==> src/rtl/cos_sine_seq_ctrl_if.sv <==
// Sample bus from the sine/cosine sequencer to the quadrant-reconstruction stage.
// Carries the quadrant and both magnitudes with a valid/ready handshake.
interface cos_sine_seq_ctrl_if;
    logic [1:0]  oQuad;
    logic [15:0] oY_g_a;
    logic [15:0] oY_g_b;
    logic        oValid;
    logic        iReady;

    modport master (
        output oQuad,
        output oY_g_a,
        output oY_g_b,
        output oValid,
        input  iReady
    );

    modport slave (
        input  oQuad,
        input  oY_g_a,
        input  oY_g_b,
        input  oValid,
        output iReady
    );
endinterface

==> src/rtl/cos_sine_seq_ctrl.sv <==
// Phase accumulator + quarter-wave LUT read sequencer (sin at k, cos at 2^ADDR_W-k); PHASE_OFFSET_EN adds iPhaseOffs.
// Latency: oValid 3+LUT_LAT cycles after the latch cycle, constant for every k.
// Backpressure: OUT holds the sample, accumulator and LUT idle until iReady; one sample in flight at a time.
module cos_sine_seq_ctrl #(
    parameter int PHASE_W = 32,
    parameter int ADDR_W  = 10,
    parameter int LUT_LAT = 1
) (
    input  logic               iClk,
    input  logic               iRst_n,
    input  logic               iEn,
    input  logic [PHASE_W-1:0] iFreq,
`ifdef PHASE_OFFSET_EN
    input  logic [PHASE_W-1:0] iPhaseOffs,
`endif
    output logic               oLutEn,
    output logic [ADDR_W-1:0]  oLutAddr,
    input  logic [15:0]        iLutData,
    cos_sine_seq_ctrl_if.master smp,
    output logic               oBusy
);

    typedef enum logic [2:0] {
        IDLE,
        RD_A,
        RD_B,
        WAIT,
        OUT
    } state_t;

    state_t             state;
    logic [PHASE_W-1:0] phase;
    logic [PHASE_W-1:0] phase_sel;
    logic [ADDR_W+1:0]  sel_top;
    logic [ADDR_W-1:0]  k_q;
    logic [2:0]         wait_cnt;
    logic               lut_tag;
    logic [LUT_LAT-1:0] pipe_en;
    logic [LUT_LAT-1:0] pipe_tag;
    logic [1:0]         quad_q;
    logic [15:0]        y_a_q;
    logic [15:0]        y_b_q;
    logic               valid_q;
    logic               latch;

`ifdef PHASE_OFFSET_EN
    assign phase_sel = phase + iPhaseOffs;
`else
    assign phase_sel = phase;
`endif

    // Top ADDR_W+2 bits: quadrant in the upper two, in-quadrant index below.
    assign sel_top = (ADDR_W+2)'(phase_sel >> (PHASE_W - ADDR_W - 2));

    assign latch = iEn && ((state == IDLE) ||
                           (state == OUT && valid_q && smp.iReady));

    always_ff @(posedge iClk) begin
        if (!iRst_n) begin
            state    <= IDLE;
            phase    <= '0;
            k_q      <= '0;
            wait_cnt <= '0;
            lut_tag  <= 1'b0;
            pipe_en  <= '0;
            pipe_tag <= '0;
            quad_q   <= '0;
            y_a_q    <= '0;
            y_b_q    <= '0;
            valid_q  <= 1'b0;
            oLutEn   <= 1'b0;
            oLutAddr <= '0;
            oBusy    <= 1'b0;
        end else begin
            // Tag pipeline tracks each strobe so only genuine returns are captured.
            pipe_en[0]  <= oLutEn;
            pipe_tag[0] <= lut_tag;
            for (int i = 1; i < LUT_LAT; i++) begin
                pipe_en[i]  <= pipe_en[i-1];
                pipe_tag[i] <= pipe_tag[i-1];
            end
            if (pipe_en[LUT_LAT-1]) begin
                if (pipe_tag[LUT_LAT-1])
                    y_b_q <= iLutData;
                else
                    y_a_q <= iLutData;
            end

            if (latch) begin
                phase    <= phase + iFreq;
                quad_q   <= sel_top[ADDR_W+1 -: 2];
                k_q      <= sel_top[ADDR_W-1:0];
                oLutEn   <= 1'b1;
                oLutAddr <= sel_top[ADDR_W-1:0];
                lut_tag  <= 1'b0;
                valid_q  <= 1'b0;
                oBusy    <= 1'b1;
                state    <= RD_A;
            end else begin
                case (state)
                    IDLE: begin
                        oBusy <= 1'b0;
                    end
                    RD_A: begin
                        // cos index 2^ADDR_W-k is out of table range for k=0; skip the read.
                        oLutEn   <= (k_q != '0);
                        oLutAddr <= -k_q;
                        lut_tag  <= 1'b1;
                        state    <= RD_B;
                    end
                    RD_B: begin
                        oLutEn   <= 1'b0;
                        wait_cnt <= '0;
                        if (k_q == '0)
                            y_b_q <= 16'hFFFF;
                        state    <= WAIT;
                    end
                    WAIT: begin
                        if (wait_cnt == 3'(LUT_LAT - 1)) begin
                            valid_q <= 1'b1;
                            state   <= OUT;
                        end else begin
                            wait_cnt <= wait_cnt + 3'd1;
                        end
                    end
                    OUT: begin
                        if (valid_q && smp.iReady) begin
                            valid_q <= 1'b0;
                            oBusy   <= 1'b0;
                            state   <= IDLE;
                        end
                    end
                    default: begin
                        state <= IDLE;
                    end
                endcase
            end
        end
    end

    assign smp.oQuad  = quad_q;
    assign smp.oY_g_a = y_a_q;
    assign smp.oY_g_b = y_b_q;
    assign smp.oValid = valid_q;

endmodule
==> src/flat_wrapper.sv <==
// flat-port wrapper written by rule: the top's interface ports become plain ports
module cos_sine_seq_ctrl_flat 
#(
    parameter int PHASE_W = 32,
    parameter int ADDR_W  = 10,
    parameter int LUT_LAT = 1
)
  (iClk, iRst_n, iEn, iFreq, oLutEn, oLutAddr, iLutData, oBusy, smp_oQuad, smp_oY_g_a, smp_oY_g_b, smp_oValid, smp_iReady);
  cos_sine_seq_ctrl_if smp_i ();
  input  logic iClk;
  input  logic iRst_n;
  input  logic iEn;
  input  logic [PHASE_W-1:0] iFreq;
  output logic oLutEn;
  output logic [ADDR_W-1:0] oLutAddr;
  input  logic [15:0] iLutData;
  output logic oBusy;
  output wire logic [$bits(smp_i.oQuad)-1:0] smp_oQuad;
  output wire logic [$bits(smp_i.oY_g_a)-1:0] smp_oY_g_a;
  output wire logic [$bits(smp_i.oY_g_b)-1:0] smp_oY_g_b;
  output wire logic [$bits(smp_i.oValid)-1:0] smp_oValid;
  input wire logic [$bits(smp_i.iReady)-1:0] smp_iReady;
  assign smp_oQuad = smp_i.oQuad;
  assign smp_oY_g_a = smp_i.oY_g_a;
  assign smp_oY_g_b = smp_i.oY_g_b;
  assign smp_oValid = smp_i.oValid;
  assign smp_i.iReady = smp_iReady;
  cos_sine_seq_ctrl #(.PHASE_W(PHASE_W), .ADDR_W(ADDR_W), .LUT_LAT(LUT_LAT)) u_core (.iClk(iClk), .iRst_n(iRst_n), .iEn(iEn), .iFreq(iFreq), .oLutEn(oLutEn), .oLutAddr(oLutAddr), .iLutData(iLutData), .smp(smp_i), .oBusy(oBusy));
endmodule
==> config.mk <==
export PLATFORM = sky130hd
export DESIGN_NAME = cos_sine_seq_ctrl_flat
export DESIGN_NICKNAME = d
export VERILOG_FILES = /design/src/rtl/cos_sine_seq_ctrl_if.sv /design/src/rtl/cos_sine_seq_ctrl.sv /design/src/flat_wrapper.sv
export SDC_FILE = /design/constraint.sdc
export NUM_CORES = 1
export LEC_CHECK = 0
export ABC_AREA = 1
export CELL_PAD_IN_SITES_DETAIL_PLACEMENT = 1
export CELL_PAD_IN_SITES_GLOBAL_PLACEMENT = 1
export CORE_MARGIN = 10
export CORE_UTILIZATION = 41
export CTS_CLUSTER_SIZE = 28
export DETAILED_ROUTE_END_ITERATION = 12
export PLACE_DENSITY = 0.89
export RECOVER_POWER = 25
export SETUP_SLACK_MARGIN = 0.02
export SKIP_CTS_REPAIR_TIMING = 1
export SYNTH_ARGS = -nofsm -noshare
export SYNTH_HDL_FRONTEND = slang
export SYNTH_SLANG_ARGS = --single-unit
==> constraint.sdc <==
create_clock -name iClk -period 4.1 [get_ports iClk]
set_input_delay 0.82 -clock iClk [delete_from_list [all_inputs] [get_ports iClk]]
set_output_delay 0.82 -clock iClk [all_outputs]
set_load 0.03 [all_outputs]
==> impl_metrics.yaml, run 1 <==
outcome:
  status: "finished with violations"
  violations: "max-capacitance violations, max-slew violations"
placed_design:
  dp_slack_ns: 1.073
  place.detailed.hpwl_um: 15880
  dp.cells: 1281
  portBuffers: 98
  place.gp.congestion: 0.9324
job:
  maxCapViolations: 1
global_route:
  grt_pass1_wl_um: 33330
  grt_max_degree: 49
  antenna_found_initial: 0
  grt_pass1_vias: 6753
  grt_overflow: 0
  track_usage_pct: 19.93
detailed_routing:
  via_per_inst: 5.014
  drc_errors: 0
  wl_per_cell_um: 15.86
  vias: 6498
  firstDrtPassIters: 5
  postRouteAntennaNets: 0
  drt_iter0_drc: 384
  routed_wl_um: 20550
setup_path:
  slowest_stage: "clkbuf_1"
  critPathKind: "primary input to flop"
  crit_chain: "clkdlybuf4s50_1 -> clkbuf_1 -> o21ai_0 -> o21bai_1 -> inv_1"
  worstRegToRegCells: 5
  cp.arrival_ns: 3.48
  cp_max_fo: 48
  timing.critical_path.buf_inv: 3
  cpLargestDelayFamily: "buffers and inverters"
  cp.required_ns: 4.40
  cp.depth: 5
  setup.worst_path.end_class: "flop"
  slowest_delay_ns: 1.55
  start_kind: "primary input"
final_layout:
  drive_gt1_share_pct: 2.617
  n_antenna_cell: 0
  area_growth_pct: 22.00
  fill_cells: 2081
  final_cells: 1296
  nets: 1191
power_and_ir_drop:
  p_per_area_mw_per_mm2: 401.1
  leakage_nw: 4.289
  irDropWorstVdd_mv: 0.2165
  p_total_mw: 3.097
timing:
  maxSlewHeadroom_pct: -44.55
  slew_violations: 49
  setup_ws_ns: 0.9201
  timing.fmax_mhz: 314.5
  tightestPinTransition_ns: 2.168
  setup-tns-final_ns: 0
  rsz0062_at_grt: "false"
  post-route-period-util_pct: 77.56
  setup_viol: 0
  finalWorstPathRequiredPeriod_ns: 3.180
  skew_ns: 0.006035
  finalHoldViolCount: 0
floorplanning:
  initial_core_util_pct: 41.79
  die_h_um: 144.3
  die_x_um: 144.3
  num_rows: 45
  core_sq_mm: 0.01515
  ios: 99
  die-area_sq_mm: 0.02081
clocking:
  cts_tree: "built"
  h-tree-depth: 3
  cts_root_buffer: "clkbuf_16"
  cts.sinks: 98
  cts_made_buffers: 9
  clkTransAtPathRegs_ns: 0.07
  clk_path_buf_depth: 2
  clk_latency_ns: 0.35
synth:
  synth-main-ff-cell: "dfxtp_1"
  yosysWarnings: 0
  yosys-top-cells-area: "dfxtp_1, nand2_1, inv_1"
  ys_types: 39
  synth_seq_area_share_pct: 30.99
  syn-mean-instance-area_sq_um: 6.224
  synth_area_sq_mm: 0.006330
  yosysTopAreaCellShare_pct: 30.99
  yosys.area.top_type: "dfxtp_1"
  syn_inst: 1017
  synth_edf_count: 0
  synth_nets: 1104
  synth_async_sr_flop_share_pct: 0
  yosys_register_bits: 98
min_path:
  hold_depth: 2
  hold_class: "flop to flop"
## worst register-to-register path: stages (launching register included)
cell and delay (ns):
dfxtp_1 0.33, inv_1 0.04, nor2_1 0.82, inv_1 0.59, nor2_1 0.29, nor2_1 0.08
## cell usage in the layout (no fill, tap or decap), types with 2 or more instances in the layout
cell type,instances
dfxtp_1,98
o21ai_0,58
inv_1,187
buf_4,3
nor2_1,150
nor3_1,6
dlygate4sd3_1,23
inv_2,2
a21o_1,2
a31oi_1,2
clkinvlp_4,2
nand3_2,2
inv_6,2
nand4_1,4
nand2_1,285
o31ai_1,2
clkbuf_16,9
o21bai_1,4
mux2i_1,16
a211oi_1,3
nand3_1,50
o311ai_0,2
a21oi_1,39
nand2_2,2
xor2_1,12
o211ai_1,5
xnor2_1,3
ha_1,34
clkdlybuf4s50_1,75
o21ai_1,13
## metrics by stage
stage                     instance area [sq um]  hold slack [ns]  utilization (%)
after floorplan                            6330           0.4074                -
after global placement                     7427           0.4140            49.04
after detailed placement                   7427           0.4324            49.04
after CTS                                  7726           0.4421            51.01
after global routing                       7722           0.4659            50.99
final                                      7722           0.4365            50.99
## cell usage after synthesis (3+ instances only)
cell and instances:
a211oi_1 3, a21oi_1 39, buf_2 5, buf_4 5
clkbuf_1 13, dfxtp_1 98, ha_1 34, inv_1 187
mux2i_1 16, nand2_1 285, nand3_1 50, nand4_1 4
nor2_1 150, nor3_1 6, o211ai_1 5, o21ai_0 52
o21ai_1 19, o21bai_1 4, xnor2_1 3, xor2_1 12
## sequential cells by signal, summed over array words and instances, names as in the netlist
| signal | count |
|---|---|
| u_core.smp.oValid | 1 |
| u_core.wait_cnt | 3 |
| u_core.oBusy | 1 |
| u_core.smp.oQuad | 2 |
| u_core.pipe_tag | 1 |
| u_core.state | 3 |
| u_core.pipe_en | 1 |
| u_core.smp.oY_g_b | 16 |
| u_core.smp.oY_g_a | 16 |
| u_core.lut_tag | 1 |
| u_core.phase | 32 |
| u_core.k_q | 10 |
| u_core.oLutAddr | 10 |
| u_core.oLutEn | 1 |
## final timing paths
check	slack [ns]	to	start
max	0.92	u_core.oLutAddr[9]	iRst_n
min	0.44	u_core.pipe_tag	u_core.lut_tag
max reg2reg	1.84	u_core.smp.oY_g_a[7]	u_core.pipe_en
min reg2reg	0.44	u_core.pipe_tag	u_core.lut_tag
## cell type report
| cell class | instances | area (sq um) | area share (%) |
|---|---|---|---|
| flip-flops and latches | 98 | 1962 | 25.41 |
| clock inverters | 6 | 73.82 | 0.9559 |
| repair buffers | 103 | 1027 | 13.30 |
| multi-input cells | 703 | 3490 | 45.19 |
| inverters | 189 | 709.4 | 9.187 |
| clock buffers | 9 | 225.2 | 2.916 |
| well taps | 188 | 235.2 | 3.046 |
## cell families after synthesis
| logic type | count (synthesis) | synth area share [%] |
|---|---|---|
| and+or+nand+nor | 505 | 32.20 |
| buffers and inverters | 216 | 13.88 |
| AOI/OAI and AO/OA | 132 | 11.29 |
| DFF | 98 | 30.99 |
| adders and majority gates | 35 | 7.037 |
| muxes | 16 | 2.530 |
| xor gates and xnor gates | 15 | 2.076 |
## per-layer routing
| layer | GRT usage, % | routed length (um) |
|---|---|---|
| met1 | 25.04 | 9502 |
| met2 | 33.79 | 9635 |
| met3 | 2.952 | 929 |
| met5 | 0 | 0 |
| met4 | 7.340 | 486 |
## power by group
group          internal, mW  switching (mW)
combinational         0.386           0.702
clock                 0.479           0.409
sequential             1.05          0.0691
(Power assumes the default switching activity.)
==> run 2: changes to the inputs <==
--- a/config.mk
+++ b/config.mk
@@ -9,10 +9,10 @@
 export CELL_PAD_IN_SITES_DETAIL_PLACEMENT = 1
 export CELL_PAD_IN_SITES_GLOBAL_PLACEMENT = 1
 export CORE_MARGIN = 10
-export CORE_UTILIZATION = 41
+export CORE_UTILIZATION = 34
 export CTS_CLUSTER_SIZE = 28
 export DETAILED_ROUTE_END_ITERATION = 12
-export PLACE_DENSITY = 0.89
+export PLACE_DENSITY = 0.79
 export RECOVER_POWER = 25
 export SETUP_SLACK_MARGIN = 0.02
 export SKIP_CTS_REPAIR_TIMING = 1
==> constraint.sdc (replaced) <==
create_clock -name iClk -period 2.68 [get_ports iClk]
set_input_delay 0.536 -clock iClk [delete_from_list [all_inputs] [get_ports iClk]]
set_output_delay 0.536 -clock iClk [all_outputs]
set_load 0.03 [all_outputs]
==> run 2 against run 1 <==
The run now ends clean. Cell count grew 4.5%. Routed wire length shrank 0.73%. Combinational power grew 58%. Cell area grew 2.5%. Die area grew 18%.
==> impl_metrics.yaml, run 2 (same netlist as run 1, synthesis figures left out) <==
outcome:
  status: "completed"
floorplanning:
  initial_core_util_pct: 34.88
  die-area_sq_mm: 0.02448
  die_x_um: 156.4
  num_rows: 49
  die_h_um: 156.4
  core_sq_mm: 0.01815
  ios: 99
timing:
  slew_violations: 0
  rsz0062_at_grt: "false"
  finalHoldViolCount: 0
  timing.fmax_mhz: 430.8
  setup_viol: 0
  maxSlewHeadroom_pct: 36.87
  post-route-period-util_pct: 86.62
  tightestPinTransition_ns: 0.9447
  whs_ns: 0.4320
  setup-tns-final_ns: 0
  finalWorstPathRequiredPeriod_ns: 2.321
  skew_ns: 0.01107
clocking:
  cts_made_buffers: 9
  clk_path_buf_depth: 2
  cts.sinks: 98
  h-tree-depth: 3
  clk_latency_ns: 0.36
  cts_tree: "built"
  clkTransAtPathRegs_ns: 0.08
  cts_root_buffer: "clkbuf_16"
setup_path:
  timing.critical_path.buf_inv: 2
  cp.required_ns: 2.94
  slowest_stage: "clkdlybuf4s50_1"
  critPathKind: "primary input to flop"
  cp_max_fo: 3
  setup.worst_path.end_class: "flop"
  crit_chain: "clkdlybuf4s50_1 -> ha_1 -> nand2_1 -> nor2_1 -> and2_1 -> nand2_1 -> nand2_1 -> nand2_1 -> nand3_1 -> nand3_1 -> nand2_1 -> inv_1"
  slowest_delay_ns: 0.42
  worstReg2RegStart: "u_core.k_q[0]"
  cp.arrival_ns: 2.58
  startpoint: "iFreq[14]"
  cpLargestDelayFamily: "simple AND/OR/NAND/NOR gates"
  crit_top_cell: "nand2_1"
  start_kind: "primary input"
power_and_ir_drop:
  switching_power_mw: 1.825
  p_per_area_mw_per_mm2: 612.8
  pwr-share-comb_pct: 35.5
  seqPwrFrac_pct: 35.4
  swShare_pct: 37.65
  leakage_nw: 4.315
  p_total_mw: 4.849
  clkPwrFrac_pct: 29.1
  intPower_mw: 3.023
  irDropWorstVdd_mv: 0.3219
detailed_routing:
  routed_wl_um: 20400
  wl_per_cell_um: 15.07
  firstDrtPassIters: 4
  via_per_inst: 4.812
  drc_errors: 0
  vias: 6516
  drt_iter0_drc: 266
  postRouteAntennaNets: 0
global_route:
  track_usage_pct: 16.73
  use_met2_pct: 28.03
  grt_pass1_wl_um: 33390
  grt_max_degree: 49
  grt_overflow: 0
  top_usage_layer: "met2"
  grt_pass1_vias: 6648
  met1_usage_pct: 21.48
  met3_usage_pct: 3.481
  antenna_found_initial: 0
placed_design:
  place.detailed.hpwl_um: 16130
  place.gp.congestion: 0.8575
  portBuffers: 98
  dp.cells: 1337
final_layout:
  largest_register_ffs: 32
  top_register: "u_core.phase"
  nets: 1206
  final_common_cell: "nand2_1"
  multiInputGateArea_sq_mm: 0.003482
  seq_area_sq_mm: 0.001962
  final_cell_mix: "nand2_1, inv_1, nor2_1"
  final_cells: 1354
  fill_cells: 2420
  fin_util_pct: 43.60
  area_growth_pct: 25.00
  drive_gt1_share_pct: 3.915
min_path:
  min_from: "u_core.lut_tag"
  hold_class: "flop to flop"
job:
  maxCapViolations: 0
## run 2: layout make-up
cell class | count | share of cell area [%]
well taps | 229 | 3.621
inverters | 189 | 8.966
clock inverters | 6 | 1.044
clock buffers | 10 | 3.020
multi-input cells | 703 | 44.01
repair buffers | 118 | 14.52
flip-flops and latches | 98 | 24.79
diodes | 1 | 0.03163
## run 2: metal layers
layer | vias to the layer above | share of wire [%]
li1 | 3348 | -
met5 | - | 0
met4 | 0 | 0.69
met1 | 3055 | 48
met2 | 102 | 46
met3 | 11 | 5.2
## run 2: path summary, 6_finish.rpt
kind / to / slack, ns / depth (start not counted)
setup / recovery: u_core.phase[31] / 0.36 / 12
setup reg to reg: u_core.smp.oY_g_b[6] / 0.63 / 10
hold / removal: u_core.pipe_tag / 0.43 / 2
hold reg to reg: u_core.pipe_tag / 0.43 / 2
## run 2: metrics by stage
step / instance area, sq um / setup slack (ns)
3_5_place_dp: 7599 / 0.04782
5_1_grt: 7910 / 0.1259
2_1_floorplan: 6330 / 0.6691
6_report: 7913 / 0.3586
3_3_place_gp: 7599 / 0.07213
4_1_cts: 7920 / 0.4163
## run 2: power groups by stage
stage	logic (mW)	clock network (mW)	registers, mW
after global routing	1.94	1.51	1.74
after global placement	1.69	0	1.75
after detailed placement	1.73	0	1.75
final	1.72	1.41	1.72
after CTS	1.74	1.45	1.72
after floorplan	1.03	0	1.84
## run 2: worst min-delay path: stages, from the launching register on
cell	delay, ns
dfxtp_1	0.32
nand2_1	0.05
inv_1	0.03
==> run 3: changes to the inputs <==
--- a/config.mk
+++ b/config.mk
@@ -5,14 +5,13 @@
 export SDC_FILE = /design/constraint.sdc
 export NUM_CORES = 1
 export LEC_CHECK = 0
-export ABC_AREA = 1
 export CELL_PAD_IN_SITES_DETAIL_PLACEMENT = 1
 export CELL_PAD_IN_SITES_GLOBAL_PLACEMENT = 1
 export CORE_MARGIN = 10
-export CORE_UTILIZATION = 34
+export CORE_UTILIZATION = 35
 export CTS_CLUSTER_SIZE = 28
 export DETAILED_ROUTE_END_ITERATION = 12
-export PLACE_DENSITY = 0.79
+export PLACE_DENSITY = 0.78
 export RECOVER_POWER = 25
 export SETUP_SLACK_MARGIN = 0.02
 export SKIP_CTS_REPAIR_TIMING = 1
==> run 3 against run 2 <==
Via count shrank 14%. Synthesized cell count is 33% lower. Global-route usage fell by 0.32 points. Fmax fell by 12%. Die area fell by 13%. Count of clock-buffer cells in the layout decreased by 1. Clock skew fell by 0.0022 ns. Sequential cell count unchanged. Critical path type unchanged. Highest routed layer unchanged.
==> impl_metrics.yaml, run 3 <==
clocking:
  cts_tree: "built"
  cts.sinks: 98
  h-tree-depth: 3
  cts_root_buffer: "clkbuf_16"
  cts_made_buffers: 9
  clkTransAtPathRegs_ns: 0.07
  clk_path_buf_depth: 2
  clk_latency_ns: 0.36
timing:
  finalWorstPathRequiredPeriod_ns: 2.652
  slew_violations: 0
  setup_ws_ns: 0.02829
  timing.fmax_mhz: 377.1
  maxSlewHeadroom_pct: 11.67
  tightestPinTransition_ns: 1.325
  setup_viol: 0
  finalHoldViolCount: 0
  post-route-period-util_pct: 98.94
  skew_ns: 0.008847
synth:
  synth_area_sq_mm: 0.005548
  synth_nets: 770
  yosysTopAreaCellShare_pct: 35.36
  yosys_register_bits: 98
  synth_most_common_cell: "nand2_1"
  synth_common_cells: "nand2_1, dfxtp_1, a21boi_0"
  yosys-top-cells-area: "dfxtp_1, nand2_1, a21boi_0"
  syn_inst: 683
  synth_async_sr_flop_share_pct: 0
  yosys.area.top_type: "dfxtp_1"
  ys_types: 54
  synth-main-ff-cell: "dfxtp_1"
  syn-mean-instance-area_sq_um: 8.123
  yosysWarnings: 0
  synth_seq_area_share_pct: 35.36
  synth_edf_count: 0
detailed_routing:
  vias: 5627
  routed_wl_um: 19530
  drc_errors: 0
  postRouteAntennaNets: 0
  firstDrtPassIters: 4
  via_per_inst: 5.334
  wl_per_cell_um: 18.52
  drt_iter0_drc: 270
placed_design:
  dp_slack_ns: -0.6368
  place_area_sq_mm: 0.007274
  portBuffers: 98
  place.detailed.hpwl_um: 13810
  place.gp.congestion: 0.8681
  dp.cells: 1036
final_layout:
  final_common_cell: "nand2_1"
  final_cell_mix: "nand2_1, dfxtp_1, clkdlybuf4s50_1"
  finish.instance_area_sq_mm: 0.007971
  drive_gt1_share_pct: 17.89
  area_growth_pct: 43.69
  largest_register_ffs: 32
  nets: 926
  final_cells: 1055
  top_register: "u_core.phase"
  fin_util_pct: 51.86
  n_antenna_cell: 0
global_route:
  track_usage_pct: 16.40
  grt_overflow: 0
  antenna_found_initial: 0
  grt_max_degree: 60
  grt_pass1_wl_um: 29480
  grt_pass1_vias: 5948
floorplanning:
  num_rows: 45
  die_x_um: 145.9
  die-area_sq_mm: 0.02129
  initial_core_util_pct: 36.09
  ios: 99
  core_sq_mm: 0.01537
  die_h_um: 145.9
min_path:
  hold_class: "flop to flop"
  min_from: "u_core.lut_tag"
  hold_depth: 2
  whs_endpoint: "u_core.lut_tag"
power_and_ir_drop:
  seqPwrFrac_pct: 35.2
  swShare_pct: 35.83
  switching_power_mw: 1.723
  clkPwrFrac_pct: 27.9
  irDropWorstVdd_mv: 0.3639
  p_per_area_mw_per_mm2: 603.4
  intPower_mw: 3.087
  pwr-share-comb_pct: 36.9
  leakage_nw: 3.327
setup_path:
  start_kind: "primary input"
  cp.required_ns: 2.93
  setup.worst_path.end_class: "flop"
  worstRegToRegCells: 10
  r2r_end: "u_core.phase[31]"
  r2r_slack_ns: 0.14
  cp.arrival_ns: 2.90
  worstReg2RegStart: "u_core.phase[1]"
  critPathKind: "primary input to flop"
  cp_max_fo: 6
job:
  maxCapViolations: 0
outcome:
  status: "completed"
run 3: cell types whose count changed after synthesis, moves of 6 or more:
cell      previous run  this run
a21boi_0             0        58
a21o_1               2        15
and2_1               1        24
clkbuf_1            13        30
inv_1              187        11
nand2_1            285       136
nand3_1             50        12
nor2_1             150        28
nor2b_1              0         6
o21ai_1             19         1
xnor2_1              3        14
run 3: critical path, stage by stage:
cell and delay [ns]:
clkdlybuf4s50_1 0.48, ha_4 0.34, o21ai_1 0.09, nor2_2 0.18
nor4b_4 0.07, buf_4 0.14, a2111oi_1 0.38, nor2_1 0.14
mux2i_1 0.17, and3_1 0.20, o21a_1 0.17
run 3: worst max-delay path by stage:
stage / depth (start not counted) / slack [ns] / to / startpoint
6_report: 11 / 0.03 / u_core.phase[31] / iFreq[13]
5_1_grt: 11 / -0.06 / u_core.phase[31] / iFreq[15]
4_1_cts: 11 / -0.29 / u_core.phase[18] / iFreq[0]
3_5_place_dp: 11 / -0.64 / u_core.phase[18] / iFreq[0]
3_3_place_gp: 11 / -0.58 / u_core.phase[18] / iFreq[0]
2_1_floorplan: 10 / 0.05 / u_core.phase[18] / iFreq[0]
run 3: metal layers:
metal	global-route usage, %	part of all wire (%)
met5	0	0
met4	5.662	2.2
met3	2.887	3.3
met2	29.48	51
met1	19.01	44
run 3: logic make-up (layout without fill, tap and decap cells):
logic type               count (synthesis)  count (layout)  share of synthesized area, %
AO/OA/AOI/OAI                          205             205                         24.38
multiplexers                            21              21                         3.789
XOR/XNOR                                31              31                         4.894
AND/OR/NAND/NOR                        245             245                         20.16
adder cells (fa/ha/maj)                 35              35                         8.029
flip-flops                              98              98                         35.36
buffers and inverters                   48             209                         3.383
run 3: area by class of cell:
class / instances / area, sq um
Fill cell: 1804 / 7400
Multi-Input combinational cell: 537 / 3756
Sequential cell: 98 / 1962
Timing Repair Buffer: 182 / 1644
Tap cell: 211 / 264.0
Clock buffer: 9 / 225.2
Clock inverter: 7 / 78.83
Inverter: 11 / 41.29
run 3: power by group through the flow:
stage | sequential [mW] | clock [mW] | combinational (mW)
2_1_floorplan | 1.78 | 0 | 0.818
3_3_place_gp | 1.70 | 0 | 1.50
3_5_place_dp | 1.71 | 0 | 1.57
4_1_cts | 1.68 | 1.36 | 1.59
5_1_grt | 1.71 | 1.42 | 1.93
6_report | 1.69 | 1.34 | 1.78
run 3: through the flow:
stage	TNS [ns]	hold WS (ns)	total power, mW
after floorplan	0	0.4209	2.596
after global placement	-8.441	0.4316	3.207
after detailed placement	-10.10	0.4434	3.283
after CTS	-2.349	0.4530	4.625
after global routing	-0.1936	0.4806	5.060
final	0	0.4526	4.810
